$ cat config.mk
export PLATFORM = sky130hd
export DESIGN_NAME = hsem_multi
export DESIGN_NICKNAME = d
export VERILOG_FILES = /design/src/rtl/hsem_pkg.sv /design/src/rtl/hsem_ahb_if.sv /design/src/rtl/hsem_multi.sv
export SDC_FILE = /design/constraint.sdc
export NUM_CORES = 2
export LEC_CHECK = 0
export CAP_MARGIN = 20
export CORE_MARGIN = 2
export CORE_UTILIZATION = 45
export DETAILED_ROUTE_END_ITERATION = 8
export SYNTH_ARGS = -nofsm -noshare
export SYNTH_HDL_FRONTEND = slang
export SYNTH_SLANG_ARGS = --single-unit
export TNS_END_PERCENT = 100
$ cat constraint.sdc
create_clock -name hclk -period 5.95 [get_ports hclk]
set_input_delay 1.19 -clock hclk [delete_from_list [all_inputs] [get_ports hclk]]
set_output_delay 1.19 -clock hclk [all_outputs]
set_load 0.005 [all_outputs]
$ cat src/rtl/hsem_pkg.sv
// Shared definitions for the hsem_multi hardware semaphore: register map,
// field positions, size limits and the semaphore entry record.
package hsem_pkg;

    localparam int unsigned MAX_SEM    = 32;
    localparam int unsigned MAX_MASTER = 4;

    localparam logic [9:0] R_BASE    = 10'h000;
    localparam logic [9:0] RLR_BASE  = 10'h080;
    localparam logic [9:0] BANK_BASE = 10'h100;
    localparam logic [9:0] CR_OFF    = 10'h140;
    localparam logic [9:0] KEYR_OFF  = 10'h144;

    localparam int unsigned LOCK_BIT   = 31;
    localparam int unsigned COREID_LSB = 8;

    // Word slot inside a per-master bank
    localparam logic [1:0] BANK_IER  = 2'd0;
    localparam logic [1:0] BANK_ICR  = 2'd1;
    localparam logic [1:0] BANK_ISR  = 2'd2;
    localparam logic [1:0] BANK_MISR = 2'd3;

    typedef struct packed {
        logic       lock;
        logic [7:0] coreid;
        logic [7:0] procid;
    } sem_entry_t;

    function automatic logic [31:0] fmt_entry(input sem_entry_t e);
        logic [31:0] v;
        v                      = '0;
        v[LOCK_BIT]            = e.lock;
        v[COREID_LSB +: 8]     = e.coreid;
        v[7:0]                 = e.procid;
        return v;
    endfunction

endpackage

$ cat src/rtl/hsem_ahb_if.sv
// AHB-Lite slave front end: captures the address phase and presents
// data-phase read/write strobes; always zero-wait, always OKAY.
module hsem_ahb_if
    import hsem_pkg::*;
#(
    parameter int MID_W = 4
) (
    input  logic             i_hclk,
    input  logic             i_hreset,
    input  logic             i_hsel,
    input  logic             i_hready,
    input  logic [1:0]       i_htrans,
    input  logic             i_hwrite,
    input  logic [31:0]      i_haddr,
    input  logic [MID_W-1:0] i_hmaster,
    output logic             o_hreadyout,
    output logic [1:0]       o_hresp,
    output logic [7:0]       o_addr,
    output logic [MID_W-1:0] o_master,
    output logic             o_wr,
    output logic             o_rd
);

    logic             r_valid;
    logic             r_write;
    logic [7:0]       r_addr;
    logic [MID_W-1:0] r_master;
    logic             w_start;
    logic             w_unused;

    assign w_start  = i_hsel & i_hready & i_htrans[1];
    assign w_unused = ^{i_haddr[31:10], i_haddr[1:0], i_htrans[0]};

    // NOTE: clocked state uses non-blocking assignments so every register
    // samples the pre-edge values regardless of statement order.
    always_ff @(posedge i_hclk) begin
        if (i_hreset) begin
            r_valid  <= 1'b0;
            r_write  <= 1'b0;
            r_addr   <= '0;
            r_master <= '0;
        end else begin
            r_valid <= w_start;
            if (w_start) begin
                r_write  <= i_hwrite;
                r_addr   <= i_haddr[9:2];
                r_master <= i_hmaster;
            end
        end
    end

    assign o_addr      = r_addr;
    assign o_master    = r_master;
    assign o_wr        = r_valid & r_write;
    assign o_rd        = r_valid & ~r_write;
    assign o_hreadyout = 1'b1;
    assign o_hresp     = 2'b00;

endmodule

$ cat src/rtl/hsem_multi.sv
// Multi-master hardware semaphore with per-master release interrupts.
// Optional HSEM_READ_LOCK_EN turns RLR reads into one-step lock attempts.
module hsem_multi
    import hsem_pkg::*;
#(
    parameter int NUM_SEM    = 32,
    parameter int NUM_MASTER = 2,
    parameter int MID_W      = 4
) (
    input  logic                  hclk,
    input  logic                  hreset,
    input  logic                  hsel,
    input  logic                  hready,
    input  logic [1:0]            htrans,
    input  logic                  hwrite,
    input  logic [31:0]           haddr,
    input  logic [MID_W-1:0]      hmaster,
    input  logic [31:0]           hwdata,
    output logic                  hreadyout,
    output logic [1:0]            hresp,
    output logic [31:0]           hrdata,
    output logic [NUM_MASTER-1:0] intr
);

    logic [7:0]       w_addr;
    logic [MID_W-1:0] w_master;
    logic             w_wr;
    logic             w_rd;

    hsem_ahb_if #(.MID_W(MID_W)) u_ahb_if (
        .i_hclk      (hclk),
        .i_hreset    (hreset),
        .i_hsel      (hsel),
        .i_hready    (hready),
        .i_htrans    (htrans),
        .i_hwrite    (hwrite),
        .i_haddr     (haddr),
        .i_hmaster   (hmaster),
        .o_hreadyout (hreadyout),
        .o_hresp     (hresp),
        .o_addr      (w_addr),
        .o_master    (w_master),
        .o_wr        (w_wr),
        .o_rd        (w_rd)
    );

    logic [9:0]                    w_baddr;
    logic [$clog2(MAX_SEM)-1:0]    w_idx;
    logic [$clog2(MAX_MASTER)-1:0] w_bank;
    logic [1:0]                    w_breg;
    logic [7:0]                    w_coreid;
    logic                          w_is_r;
    logic                          w_is_bank;
    logic                          w_is_cr;
    logic                          w_is_keyr;
    logic                          w_key_ok;

    assign w_baddr   = {w_addr, 2'b00};
    assign w_idx     = w_baddr[6:2];
    assign w_bank    = w_baddr[5:4];
    assign w_breg    = w_baddr[3:2];
    assign w_coreid  = 8'(w_master);
    assign w_is_r    = (w_baddr[9:7] == R_BASE[9:7]);
    assign w_is_bank = (w_baddr[9:6] == BANK_BASE[9:6]);
    assign w_is_cr   = (w_baddr == CR_OFF);
    assign w_is_keyr = (w_baddr == KEYR_OFF);

    sem_entry_t          r_sem [NUM_SEM];
    logic [NUM_SEM-1:0]  r_ier [NUM_MASTER];
    logic [NUM_SEM-1:0]  r_isr [NUM_MASTER];
    logic [15:0]         r_keyr;

    sem_entry_t          w_sem_next [NUM_SEM];
    logic [NUM_SEM-1:0]  w_release;
    logic [NUM_SEM-1:0]  w_icr_clr [NUM_MASTER];
    logic [NUM_MASTER-1:0] w_ier_we;

    assign w_key_ok = (hwdata[31:16] == r_keyr);

`ifdef HSEM_READ_LOCK_EN
    logic       w_is_rlr;
    sem_entry_t w_rlr_entry;
    assign w_is_rlr    = (w_baddr[9:7] == RLR_BASE[9:7]);
    assign w_rlr_entry = '{lock: 1'b1, coreid: w_coreid, procid: 8'h00};
`endif

    // NOTE: every combinational output gets a default before any branch,
    // otherwise an unassigned path would infer a latch.
    always_comb begin
        w_release = '0;
        for (int i = 0; i < NUM_SEM; i++) begin
            w_sem_next[i] = r_sem[i];
            if (w_wr && w_is_r && int'(w_idx) == i) begin
                if (hwdata[LOCK_BIT]) begin
                    if (!r_sem[i].lock)
                        w_sem_next[i] = '{lock: 1'b1, coreid: w_coreid, procid: hwdata[7:0]};
                end else if (r_sem[i].lock && r_sem[i].coreid == w_coreid &&
                             r_sem[i].procid == hwdata[7:0]) begin
                    w_sem_next[i] = '0;
                    w_release[i]  = 1'b1;
                end
            end
            if (w_wr && w_is_cr && w_key_ok && r_sem[i].lock &&
                r_sem[i].coreid == hwdata[COREID_LSB +: 8]) begin
                w_sem_next[i] = '0;
                w_release[i]  = 1'b1;
            end
`ifdef HSEM_READ_LOCK_EN
            if (w_rd && w_is_rlr && int'(w_idx) == i && !r_sem[i].lock)
                w_sem_next[i] = w_rlr_entry;
`endif
        end
    end

    always_comb begin
        for (int m = 0; m < NUM_MASTER; m++) begin
            w_ier_we[m]  = w_wr && w_is_bank && int'(w_bank) == m && w_breg == BANK_IER;
            w_icr_clr[m] = (w_wr && w_is_bank && int'(w_bank) == m && w_breg == BANK_ICR)
                           ? hwdata[NUM_SEM-1:0] : '0;
        end
    end

    // NOTE: the semaphore array is reset element by element because every
    // lock must read free after reset; it is flops, not a RAM macro.
    always_ff @(posedge hclk) begin
        if (hreset) begin
            for (int i = 0; i < NUM_SEM; i++)
                r_sem[i] <= '0;
            for (int m = 0; m < NUM_MASTER; m++) begin
                r_ier[m] <= '0;
                r_isr[m] <= '0;
            end
            r_keyr <= '0;
        end else begin
            r_sem <= w_sem_next;
            if (w_wr && w_is_keyr)
                r_keyr <= hwdata[31:16];
            for (int m = 0; m < NUM_MASTER; m++) begin
                if (w_ier_we[m])
                    r_ier[m] <= hwdata[NUM_SEM-1:0];
                // A release in the same cycle as an ICR write wins over the clear
                r_isr[m] <= (r_isr[m] & ~w_icr_clr[m]) | w_release;
            end
        end
    end

    always_comb begin
        for (int m = 0; m < NUM_MASTER; m++)
            intr[m] = |(r_isr[m] & r_ier[m]);
    end

    always_comb begin
        hrdata = '0;
        if (w_rd) begin
            for (int i = 0; i < NUM_SEM; i++) begin
                if (w_is_r && int'(w_idx) == i)
                    hrdata = fmt_entry(r_sem[i]);
`ifdef HSEM_READ_LOCK_EN
                if (w_is_rlr && int'(w_idx) == i)
                    hrdata = r_sem[i].lock ? fmt_entry(r_sem[i]) : fmt_entry(w_rlr_entry);
`endif
            end
            for (int m = 0; m < NUM_MASTER; m++) begin
                if (w_is_bank && int'(w_bank) == m) begin
                    case (w_breg)
                        BANK_IER:  hrdata = 32'(r_ier[m]);
                        BANK_ISR:  hrdata = 32'(r_isr[m]);
                        BANK_MISR: hrdata = 32'(r_isr[m] & r_ier[m]);
                        default:   hrdata = '0;
                    endcase
                end
            end
            if (w_is_keyr)
                hrdata = {r_keyr, 16'h0000};
        end
    end

endmodule

# Yosys cells after proc, flatten, opt, wreduce, memory -nomap -nowiden
# Memories as Yosys holds them, arrays and structs flattened.
# Index checks and enable logic that the tools add are counted.
[op_classes] div=0 eq_ne=167 n_reduce_logical=339 bitwise=17 addsub=0 magnitude_cmp=0 mux=277 n_mul=0 n_shift=0
[op_table] operator="32-bit two-way mux" count=42
[op_table] operator="17-bit two-way mux" count=64
[op_table] operator="8-bit == test" count=64
[op_table] operator="16-bit two-way mux" count=32
[op_table] operator="8-bit by 4-bit == test with 1-bit output" count=32
[op_table] operator="1-bit logical AND" count=205
[op_table] operator="32-bit case mux with 3 select lines" count=2
[op_table] operator="1-bit two-way mux" count=137
[op_table] operator="32-bit AND" count=4
[op_table] operator="3-bit AND reduction" count=32
[op_table] operator="5-bit == test, second input constant" count=16
[op_table] operator="2-bit != test, second input constant" count=32
[op_table] operator="32-bit inverter" count=2
[op_table] operator="32-bit bitwise OR" count=2
[op_table] operator="2-bit AND reduction" count=32
[op_table] operator="2-bit nonzero test" count=32
[op_table] operator="2-bit OR reduction" count=32
[op_table] operator="32-bit OR reduction" count=2
[op_table] operator="5-bit by 4-bit == test with 1-bit output, second input constant" count=8
[op_table] operator="5-bit by 3-bit == test with 1-bit output, second input constant" count=4
[op_table] operator="16-bit == test" count=1
[op_table] operator="8-bit by 7-bit == test with 1-bit output, second input constant" count=2
[op_table] operator="5-bit by 2-bit == test with 1-bit output, second input constant" count=2
[op_table] operator="2-bit == test, second input constant" count=3
[op_table] operator="other kinds (9)" count=16
[word_totals] register_bits=574 latchBits=0 mem_bits_rw=128 mem_bits_ro=0 inputBits=75 mem_count=2 out_inout_bits=37
[memory_table] name="r_ier" words=2 width=32 rd=2 rd_ports_with_merged_regs=0 wr=2 line="hsem_multi.sv:69" rtl="logic [NUM_SEM-1:0] r_ier [NUM_MASTER];"
[memory_table] name="r_isr" words=2 width=32 rd=2 rd_ports_with_merged_regs=0 wr=2 line="hsem_multi.sv:70" rtl="logic [NUM_SEM-1:0] r_isr [NUM_MASTER];"

# Logic depth before layout (Yosys ltp)
[logic_depth] ltp_word=38 ltp_mapped=12

# By module
# Synthesis repeated with hierarchy kept, for this count alone.
[hier_totals] cells_unflattened=3938 area_unflattened_um2=33784.9
[by_module_without_submodules] module="hsem_multi" area_each_um2=33118.0 cells_each=3872 instances=1
[by_module_without_submodules] module="hsem_ahb_if" area_each_um2=666.9 cells_each=66 instances=1

# Worst setup path after synthesis
# OpenSTA, ideal clock, no wires.
[synth_path] path_type="reg-to-reg" start="register u_ahb_if.r_addr[2] (netlist: u_ahb_if.o_addr[2])" end="memory r_ier[0][0] (enable)" setup_time_ns=0.428 path_buffers=4 stages_incl_launch_ff=8 period_less_slack_ns=3.558 required_time_ns=5.522 slack_ns=2.392 arrival_ns=3.130 cell_sequence="dfxtp_1 buf_4 buf_2 nor2_1 nand2_1 clkbuf_1 clkbuf_1 o21bai_1"
[synth_rtl] item="start: declaration" line="hsem_ahb_if.sv:26" rtl="logic [7:0] r_addr;"
[synth_rtl] item="start signal: assignment" line="hsem_ahb_if.sv:46" rtl="r_addr <= i_haddr[9:2];"
[synth_rtl] item="end: declaration" line="hsem_multi.sv:69"

# Worst setup path in the final report
[layout_path] start="register u_ahb_if.r_addr[2] (netlist: u_ahb_if.o_addr[2])" end="output port hrdata[9]"
[layout_via] elab_chain_cells=38 word_cells_on_any_way=105 cone_classes="eq/ne: 33; mux: 36; reduce/logical: 36"
[layout_lines] item="5-bit logical NOT" line="hsem_multi.sv:156" rtl="if (w_is_r && int'(w_idx) == i)"
[layout_lines] item="1-bit logical AND" line="hsem_multi.sv:156"
[layout_lines] item="32-bit two-way mux (32 in series)" line="hsem_multi.sv:156"
[layout_lines] item="32-bit two-way mux (2 in series)" line="hsem_multi.sv:164" rtl="if (w_is_bank && int'(w_bank) == m) begin"
[layout_lines] item="32-bit two-way mux *" line="hsem_multi.sv:173" rtl="if (w_is_keyr)"
[layout_lines] item="32-bit two-way mux *" line="hsem_multi.sv:154" rtl="if (w_rd) begin"
[layout_lines] item="end: declaration" line="hsem_multi.sv:21" rtl="output logic [31:0] hrdata,"
# Every way passes the cells marked *; elsewhere a longest branch is shown, timed or not.

==> flow_metrics.tcl <==
set metrics [dict create \
    cp-start-kind "flip-flop" \
    whs_ns 0.4769 \
    ant_nets 0 \
    drtIter0Drc 5333 \
    core_sq_um 73080 \
    slew_headroom_pct 23.79 \
    hold_viol_final 0 \
    viasPerCell 6.631 \
    synth-seq-area-share_pct 36.45 \
    grt_pass1_wl_um 221300 \
    post_drt_wl_per_cell_um 31.91 \
    synth_edf_count 64 \
    drv_cap 0 \
    worst_slack_ns -0.01216 \
    synth_area_leaders "dfxtp_1 (31%), mux2i_1 (10%), xor2_1 (8.5%)" \
    clk_path_buf_depth 3 \
    routed_wl_um 157600 \
    violations "DRC, setup timing" \
    cp_max_fo 15 \
    port-buffer-count 83 \
    p_leak_uw 0.01484 \
    cts_buffers 68 \
    fmax_mhz 167.7 \
    final_area_sq_um 37410 \
    dp_slack_ns 0.7275 \
    use_met2_pct 57.61 \
    clock_sinks 574 \
    finalSetupViolCount 2 \
    vias 32752 \
    pin_count 112 \
    hold_depth 2 \
    die_h_um 276.0 \
    synth_flop_cell "dfxtp_1" \
    synthCells 3950 \
    first_global_vias 29757 \
    fin_crit_ns 5.962 \
    gr-usage-met1_pct 53.93 \
    dpl_cell_area_sq_um 35070 \
    cts-hold-fix-buffers 0 \
    syn_avg_cell_area_sq_um 8.426 \
    h-tree-depth 3 \
    drcViolationCount 10 \
    yosysWarnings 0 \
    tritoncts "yes" \
    worstRegToRegCells 9 \
    ys_ff_latch 574 \
    vdd_drop_max_mv 0.2193 \
    die_x_um 276.0 \
    initial_core_util_pct 45.54 \
    netlist.area_leader.share_pct 30.67 \
    synth_top_area_cell "dfxtp_1" \
    skew_ns 0.03564 \
    clk_pin_slew_ns 0.06 \
    rows 99 \
    tightest_slew_ns 1.143 \
    grt_use_total_pct 40.48 \
    ys_types 86 \
    dp_hpwl_um 108400 \
    synthArstFlopShare_pct 0 \
    nets 4001 \
    met3_usage_pct 11.50 \
    cp_data_required_time_ns 4.76 \
    powerDensity_nw_per_um2 243.4 \
    status "complete, but fails checks" \
    hold_class "reg2reg" \
    grt.busiest_layer "met2" \
    rsz0062_at_grt "no" \
    insertion_delay_ns 0.64 \
    dieArea_sq_um 76160 \
    slew_viol_final 0 \
    cp-end-kind "output port" \
    crit_type "reg2out" \
    synth.cell_area_sq_um 33280 \
    post-route-util_pct 51.20 \
    area_growth_pct 12.41 \
    drt-pass1-iter-count 9 \
    cts-root-buf "clkbuf_16" \
    grt_start_max_net_pins 111 \
    drive_gt1_share_pct 8.798 \
    cp.arrival_ns 4.77 \
    final.setup.tns_ns -0.02335 \
    fin_crit_sh_pct 100.2 \
    grt-ovfl-total 0 \
    routabilityCongestion 1.081 \
    antenna_found_initial 5 \
]
## worst max-delay path: stages (launching register included)
cell             delay [ns]
dfxtp_2                0.66
buf_4                  0.29
or4b_4                 0.56
nor2_1                 0.19
buf_4                  0.20
a22oi_1                0.08
and4_1                 0.21
a311oi_1               0.66
a2111oi_0              0.25
a21oi_1                0.46
clkdlybuf4s50_1        0.60
## stage by stage
stage / std cells / total power (uW)
2_1_floorplan: 3951 / 4441
3_3_place_gp: 4811 / 4742
3_5_place_dp: 4811 / 4742
4_1_cts: 4933 / 9079
5_1_grt: 4937 / 9274
6_report: 4939 / 9106
## placed cells by master (no fill, tap or decap), types with 10 or more instances in the layout
| master | count |
|---|---|
| nor4_1 | 102 |
| edfxtp_1 | 64 |
| clkbuf_16 | 70 |
| nand2_1 | 326 |
| mux2_2 | 14 |
| a21oi_1 | 268 |
| nand4_1 | 64 |
| a211oi_1 | 13 |
| clkdlybuf4s50_1 | 70 |
| o21ai_0 | 84 |
| a31oi_1 | 51 |
| buf_2 | 12 |
| nor3b_1 | 15 |
| xnor2_1 | 204 |
| xor2_1 | 324 |
| a31o_2 | 15 |
| a221oi_1 | 32 |
| and2_1 | 55 |
| dfxtp_1 | 503 |
| and3_1 | 11 |
| o22ai_1 | 38 |
| nand3_1 | 77 |
| a222oi_1 | 14 |
| inv_1 | 15 |
| nor2_1 | 611 |
| clkbuf_1 | 14 |
| a22oi_1 | 96 |
| mux2i_1 | 338 |
| buf_4 | 144 |
| a22o_1 | 25 |
| nor3_1 | 47 |
| nand2b_1 | 10 |
| a2bb2oi_1 | 11 |
| a21o_1 | 27 |
## logic make-up (layout without fill, tap and decap cells)
group	after synthesis	after routing	share of synthesized area (%)
multiplexers	360	360	11.18
AND/OR/NAND/NOR	1387	1387	19.18
other	2	5	0.02256
buffers and inverters	346	373	4.658
XOR/XNOR	528	528	13.89
flip-flops	574	574	36.45
AO/OA/AOI/OAI	753	753	14.62
## where the power goes
group	switching (uW)	internal (uW)
logic	526	208
registers	38.1	3930
clock network	1790	2610
total	2360	6750
## sequential cells by signal (all words and copies together) (netlist names)
signal	flops
r_isr	64
r_keyr	16
r_sem	416
u_ahb_if.r_valid	1
u_ahb_if.r_write	1
r_ier	64
u_ahb_if.o_addr	8
u_ahb_if.o_master	4
## worst paths after layout
check             slack, ns               start      endpoint
hold reg to reg        0.48        r_isr[0][17]  r_isr[0][17]
hold / removal         0.48        r_isr[0][17]  r_isr[0][17]
setup reg to reg       2.05  u_ahb_if.o_addr[1]    r_sem[383]
setup / recovery      -0.01  u_ahb_if.o_addr[2]     hrdata[9]
## cells in the mapped netlist (21+ instances only)
master / n
a21o_1: 27
buf_1: 21
and2_1: 55
nand2_1: 327
xor2_1: 324
nand4_1: 64
a22oi_1: 96
buf_2: 138
nor4_1: 103
clkbuf_1: 153
o21ai_0: 84
xnor2_1: 204
edfxtp_1: 64
a21oi_1: 268
a221oi_1: 32
nor3_1: 50
mux2i_1: 338
dfxtp_1: 510
a31oi_1: 53
a22o_1: 25
o22ai_1: 38
nand3_1: 77
nor2_1: 613
## metal layers
layer	wire length (um)	share of wire, %
met4	12010	7.6
met1	61030	39
met3	20780	13
met5	47	0.030
met2	63760	40
## final cells by class
class / count / area (sq um)
multi-input cells: 3031 / 19700
clock buffers: 92 / 1914
fillers: 7067 / 35670
repair buffers: 235 / 2013
well taps: 959 / 1200
clock inverters: 30 / 381.6
flip-flops and latches: 574 / 12150
diodes: 2 / 5.005
inverters: 16 / 60.06
## what timing repair did
action / CTS / global route
setup buffers: 0 / 4
gates resized for setup: 0 / 2
setup endpoints to repair: 0 / 3
No activity file was read; power rests on OpenSTA's default activity.
